### src/rtl/wb_stream_dma_rd.sv
// Wishbone burst reader: streams a memory buffer into a downstream FIFO, one burst at a time.
// Define WB_STREAM_DMA_RD_CIRCULAR_EN to loop over the buffer until enable_i drops.
module wb_stream_dma_rd #(
  parameter int unsigned WB_AW   = 32,
  parameter int unsigned WB_DW   = 32,
  parameter int unsigned FIFO_AW = 9
) (
  input  logic                 clk,
  input  logic                 rst,
  input  logic                 enable_i,
  input  logic [WB_AW-1:0]     start_adr_i,
  input  logic [23:0]          buf_size_i,
  input  logic [7:0]           burst_len_i,
  output logic                 busy_o,
  output logic                 done_o,
  output logic                 err_o,
  input  logic [FIFO_AW:0]     fifo_cnt_i,
  output logic [WB_DW-1:0]     stream_m_data_o,
  output logic                 stream_m_valid_o,
  output logic [WB_AW-1:0]     wbm_adr_o,
  input  logic [WB_DW-1:0]     wbm_dat_i,
  output logic [WB_DW/8-1:0]   wbm_sel_o,
  output logic                 wbm_we_o,
  output logic                 wbm_cyc_o,
  output logic                 wbm_stb_o,
  output logic [2:0]           wbm_cti_o,
  output logic [1:0]           wbm_bte_o,
  input  logic                 wbm_ack_i,
  input  logic                 wbm_err_i
);

  typedef enum logic [1:0] {IDLE, WAIT, BURST, ABORT} state_t;

  localparam int unsigned       DEPTH    = 1 << FIFO_AW;
  localparam logic [WB_AW-1:0]  ADR_STEP = WB_AW'(WB_DW / 8);

  state_t            state_q;
  logic              en_q;
  logic [WB_AW-1:0]  adr_q;
  logic [23:0]       rem_q;
  logic [7:0]        blen_q;
  logic [7:0]        left_q;
  logic              cyc_q;
  logic [2:0]        cti_q;
  logic              done_q;
  logic              err_q;
`ifdef WB_STREAM_DMA_RD_CIRCULAR_EN
  logic [WB_AW-1:0]  base_q;
  logic [23:0]       size_q;
`endif

  logic [7:0]  beat_d;
  logic [31:0] need_d;
  logic        fits_d;

  assign beat_d = (rem_q < {16'd0, blen_q}) ? rem_q[7:0] : blen_q;
  // Only one burst is ever outstanding, so checking room for the whole burst up front prevents overflow.
  assign need_d = 32'(fifo_cnt_i) + 32'(beat_d);
  assign fits_d = (need_d <= DEPTH);

  always_ff @(posedge clk) begin
    if (!rst) begin
      state_q <= IDLE;
      en_q    <= 1'b0;
      adr_q   <= '0;
      rem_q   <= '0;
      blen_q  <= '0;
      left_q  <= '0;
      cyc_q   <= 1'b0;
      cti_q   <= '0;
      done_q  <= 1'b0;
      err_q   <= 1'b0;
`ifdef WB_STREAM_DMA_RD_CIRCULAR_EN
      base_q  <= '0;
      size_q  <= '0;
`endif
    end else begin
      en_q   <= enable_i;
      done_q <= 1'b0;
      case (state_q)
        IDLE: begin
          if (enable_i && !en_q) begin
            adr_q  <= start_adr_i;
            rem_q  <= buf_size_i;
            blen_q <= (burst_len_i == 8'd0) ? 8'd1 : burst_len_i;
            err_q  <= 1'b0;
`ifdef WB_STREAM_DMA_RD_CIRCULAR_EN
            base_q <= start_adr_i;
            size_q <= buf_size_i;
`endif
            if (buf_size_i == 24'd0) done_q <= 1'b1;
            else                     state_q <= WAIT;
          end
        end
        WAIT: begin
          if (!enable_i) begin
            state_q <= IDLE;
          end else if (fits_d) begin
            state_q <= BURST;
            cyc_q   <= 1'b1;
            left_q  <= beat_d;
            cti_q   <= (beat_d == 8'd1) ? 3'b111 : 3'b010;
          end
        end
        BURST: begin
          if (wbm_err_i) begin
            err_q   <= 1'b1;
            cyc_q   <= 1'b0;
            cti_q   <= '0;
            state_q <= ABORT;
          end else if (wbm_ack_i) begin
            adr_q  <= adr_q + ADR_STEP;
            rem_q  <= rem_q - 24'd1;
            left_q <= left_q - 8'd1;
            if (left_q == 8'd1) begin
              cyc_q <= 1'b0;
              cti_q <= '0;
              if (rem_q == 24'd1) begin
                done_q <= 1'b1;
`ifdef WB_STREAM_DMA_RD_CIRCULAR_EN
                adr_q   <= base_q;
                rem_q   <= size_q;
                state_q <= enable_i ? WAIT : IDLE;
`else
                state_q <= IDLE;
`endif
              end else begin
                state_q <= enable_i ? WAIT : IDLE;
              end
            end else begin
              cti_q <= (left_q == 8'd2) ? 3'b111 : 3'b010;
            end
          end
        end
        ABORT:   state_q <= IDLE;
        default: state_q <= IDLE;
      endcase
    end
  end

  assign busy_o           = (state_q != IDLE);
  assign done_o           = done_q;
  assign err_o            = err_q;
  // Zero-latency push: the acked word goes straight through; masked while reset is held.
  assign stream_m_valid_o = rst && (state_q == BURST) && wbm_ack_i && !wbm_err_i;
  assign stream_m_data_o  = stream_m_valid_o ? wbm_dat_i : '0;
  assign wbm_adr_o        = adr_q;
  assign wbm_sel_o        = cyc_q ? '1 : '0;
  assign wbm_we_o         = 1'b0;
  assign wbm_cyc_o        = cyc_q;
  assign wbm_stb_o        = cyc_q;
  assign wbm_cti_o        = cti_q;
  assign wbm_bte_o        = 2'b00;

endmodule
### config.mk
export PLATFORM = sky130hd
export DESIGN_NAME = wb_stream_dma_rd
export DESIGN_NICKNAME = d
export VERILOG_FILES = /design/src/rtl/wb_stream_dma_rd.sv
export SDC_FILE = /design/constraint.sdc
export NUM_CORES = 1
export LEC_CHECK = 0
export ABC_CLOCK_PERIOD_IN_PS = 5270
export CAP_MARGIN = 0
export CORE_MARGIN = 2
export CORE_UTILIZATION = 30
export DETAILED_ROUTE_END_ITERATION = 6
export PLACE_DENSITY_LB_ADDON = 0.15
export REMOVE_ABC_BUFFERS = 1
export SLEW_MARGIN = 20
export SYNTH_ARGS = -nofsm -noshare
export SYNTH_HDL_FRONTEND = slang
export SYNTH_SLANG_ARGS = --single-unit
export TNS_END_PERCENT = 100
### constraint.sdc
create_clock -name clk -period 5.27 [get_ports clk]
set_input_delay 0.527 -clock clk [delete_from_list [all_inputs] [get_ports clk]]
set_output_delay 0.527 -clock clk [all_outputs]
set_load 0.005 [all_outputs]
==> out/qor.log <==
INFO  outcome        run_status=finished, final reports clean
INFO  cts            htree_num_levels=3
INFO  power          finalPower=0.00175W
INFO  setup_path     timing.critical_path.buf_inv=1
INFO  drt            drt-vias-per-instance=5.35
INFO  setup_path     critical_path_peak_fanout=9
INFO  drt            wirelength=19000um
INFO  setup_path     crit_end_category=register
INFO  setup_path     critical_path.cell_chain=or4_4 -> or3_4 -> nor4_4 -> o21a_1 -> mux2_2 -> ha_1 -> inv_1 -> fa_1 -> and3b_1 -> o221a_2 -> o2111ai_1 -> nand2b_1 -> or4_1 -> a22oi_1 -> o32ai_1
INFO  power          pwr_density_cell=220nW/um2
INFO  cts            cts_buffers=9
INFO  power          power.share.clock=0.338
INFO  sta            finalWorstPathRequiredPeriod=4.94ns
INFO  drt            drt-wirelength-per-cell=16.0um
INFO  die            die_area=20000um2
INFO  yosys          synth_ff_type=dfxtp_1
INFO  setup_path     worst-endpoint-required=5.47ns
INFO  sta            slew_headroom=0.377
INFO  setup_path     timing.critical_path.max_delay_family=simple AND/OR/NAND/NOR gates
INFO  yosys          synth_area_per_cell=7.10um2
INFO  power          p_int=0.00122W
INFO  place          place.port_buffers=187
INFO  power          netSwitchingPower=0.000532W
INFO  global_route   gr-usage-all-layers=0.188
INFO  yosys          post_synth_instance_area=5660um2
INFO  sta            rsz_0062_raised_after_global_routing=false
INFO  sta            max_freq=203MHz
INFO  place          globalplace.congestion=0.847
INFO  final_layout   layout-area-overhead-vs-synth=40.8%
INFO  global_route   largest_net_degree_at_the_start_of_global_routing=95
INFO  place          dp.final_hpwl=13700um
INFO  drt            detailed_router_iteration_count_before_antenna_repair=4
INFO  die            floorplan.io_pins=191
INFO  yosys          synth-seq-area-share=0.283
INFO  cts            post_cts_resize_count=0
INFO  yosys          yosys_warnings=0
INFO  cts            path_clk_slew=0.06ns
INFO  setup_path     timing.critical_path.slowest_cell_delay=0.74ns
INFO  die            design.core.area=18600um2
INFO  power          cellLeakagePower=2.89nW
INFO  yosys          synth-async-reset-ratio=0
INFO  yosys          synth.ff_latch_count=80
INFO  yosys          post_synth_edffs=0
INFO  sta            clock-skew-final=0.00952ns
INFO  final_layout   fraction_of_final_layout_cells_sized_beyond_drive_strength_1=0.0524
INFO  sta            summed_negative_setup_slack_over_all_endpoints=0ns
INFO  drt            dr_wl_met2=8580um
INFO  min_path       min_path_type=reg -> reg
INFO  cts            cts-root-buf=clkbuf_16
INFO  final_layout   n_antenna_cell=0
INFO  final_layout   layout.filler_cells=1918
INFO  setup_path     reg2reg_slack=0.33ns
INFO  power          share_seq_of_total_power=0.399
INFO  die            floorplan.initialDensity=0.304
INFO  cts            cts_hold_buf=0
INFO  setup_path     cp.arrival=5.14ns
INFO  cts            cts_num_sinks=80
INFO  power          swShare=0.303
INFO  drt            met3_wirelength=1220um
INFO  global_route   number_of_antenna_violations_at_the_first_check_in_global_routing=0
INFO  drt            m1WireLength=8870um
INFO  global_route   grt-ovfl-total=0
INFO  power          worst_ir_drop_vdd=143uV
INFO  die            core.rowCount=50
INFO  sta            worst-slew-pin-transition=0.934ns
INFO  global_route   global_route_wire_length_before_repair=30200um
INFO  setup_path     critical_path_class=reg -> reg
INFO  drt            routed-via-count=6359
INFO  cts            clockBufferDepth=2
INFO  flow_run       timing.max_cap.violations=0
INFO  sta            hold_viol_final=0
INFO  final_layout   finalNetCount=1086
INFO  die            die_x=141um
INFO  sta            timing.final.crit_share=0.937
INFO  sta            finalHoldWorstSlack=0.455ns
INFO  yosys          ys_types=62
INFO  cts            setup_buffers_after_cts=0
INFO  cts            clk-insertion-delay-late=0.35ns
INFO  yosys          synthCells=796
INFO  cts            clock_tree_from_tritoncts=yes
INFO  drt            routed.top_layer=met4
INFO  power          power.share.combinational=0.263
INFO  die            die_height=141um
INFO  global_route   number_of_global_route_vias_before_repair=5856
INFO  setup_path     startpoint_kind_of_the_worst_setup_timing_path=register
INFO  setup_path     cpMaxStageDelayCell=or4_1
INFO  drt            drc=0
INFO  drt            drtAntennaViolNets=0
INFO  sta            timing.final.max_slew_violations=0
INFO  sta            setup_viol=0
INFO  drt            dr.first_iter.drc_count=320
area by class of cell:
type / count / area (um2) / share of cell area
Timing Repair Buffer: 200 / 1970 / 0.247
Clock inverter: 3 / 17.5 / 0.00220
Multi-Input combinational cell: 637 / 3740 / 0.470
Tap cell: 234 / 293 / 0.0368
Sequential cell: 80 / 1600 / 0.201
Inverter: 22 / 82.6 / 0.0104
Clock buffer: 12 / 256 / 0.0322
cell families after synthesis:
logic type / after synthesis / share of synthesized area
simple gates: 337 / 0.292
mux: 7 / 0.0179
compound gates: 262 / 0.284
xor+xnor: 3 / 0.00465
other cells: 1 / 0.000663
fa+ha+maj: 25 / 0.0566
buf+inv: 81 / 0.0615
flops: 80 / 0.283
through the flow:
| step | instance area [um2] | cells | setup WS, ns | util |
|---|---|---|---|---|
| 2_1_floorplan | 5400 | 739 | 0.514 | - |
| 3_3_place_gp | 7690 | 1173 | 0.441 | 0.414 |
| 3_5_place_dp | 7690 | 1173 | 0.371 | 0.414 |
| 4_1_cts | 7960 | 1188 | 0.360 | 0.429 |
| 5_1_grt | 7960 | 1188 | 0.0619 | 0.429 |
| 6_report | 7960 | 1188 | 0.334 | 0.429 |
metal layers:
layer / track usage / vias to the layer above
met2: 0.308 / 201
li1: - / 3193
met4: 0.0658 / 0
met5: 0 / -
met1: 0.246 / 2943
met3: 0.0375 / 22
Yosys cell counts (7+ instances only):
master,instances,area (um2)
nor2_1,100,375
a21oi_1,92,460
nand2_1,82,308
dfxtp_1,80,1600
o21ai_0,65,325
clkbuf_1,46,173
and2_1,38,238
nor3_1,27,135
ha_1,24,300
inv_1,21,78.8
nand3_1,20,100
nor4_1,19,119
a211oi_1,14,105
a22oi_1,12,90.1
a31oi_1,12,75.1
nand4_1,11,68.8
buf_4,9,67.6
o21a_1,9,67.6
o32ai_1,9,78.8
or3_1,8,50.1
a21o_1,7,52.6
o211ai_1,7,52.6
placed cells by master, fill, tap and decap left out, drive strengths merged, types with 6 or more instances in the layout:
cell type / n
a211oi: 14
a21o: 7
a21oi: 92
a22oi: 12
a31oi: 12
and2: 38
and3: 6
buf: 13
clkbuf: 12
clkdlybuf4s50: 187
dfxtp: 80
ha: 24
inv: 22
mux2: 7
nand2: 82
nand3: 20
nand4: 11
nor2: 100
nor3: 27
nor4: 20
o211ai: 7
o21a: 9
o21ai: 65
o22ai: 6
o32ai: 9
or3: 9
worst paths after layout:
| kind | startpoint | endpoint | cells past startpoint |
|---|---|---|---|
| min | wbm_cti_o[1]$_SDFFE_PN0P_ | wbm_cti_o[1]$_SDFFE_PN0P_ | 2 |
| min reg2reg | wbm_cti_o[1]$_SDFFE_PN0P_ | wbm_cti_o[1]$_SDFFE_PN0P_ | 2 |
| max | rem_q[15]$_SDFFE_PN0P_ | left_q[4]$_SDFFE_PN0P_ | 15 |
| max reg2reg | rem_q[15]$_SDFFE_PN0P_ | left_q[4]$_SDFFE_PN0P_ | 15 |
flip-flops by register name (all words and copies together), names as in the netlist:
name,flops
blen_q,8
left_q,8
wbm_cti_o,2
err_o,1
wbm_cyc_o,1
en_q,1
done_o,1
rem_q,24
state_q,2
wbm_adr_o,32
tightest hold or removal path: cells and delay by family (launching register included):
| family | cells | cell delay (ns) |
|---|---|---|
| flip-flops | 1 | 0.31 |
| AO/OA/AOI/OAI | 1 | 0.06 |
| buffers and inverters | 1 | 0.05 |
power groups by stage:
stage	combinational, W	clock [W]	sequential (W)
after floorplan	0.000245	0	0.000699
after global placement	0.000460	0	0.000712
after detailed placement	0.000460	0	0.000711
after CTS	0.000463	0.000611	0.000698
after global routing	0.000515	0.000631	0.000706
final	0.000461	0.000593	0.000700
(Power assumes the default switching activity.)
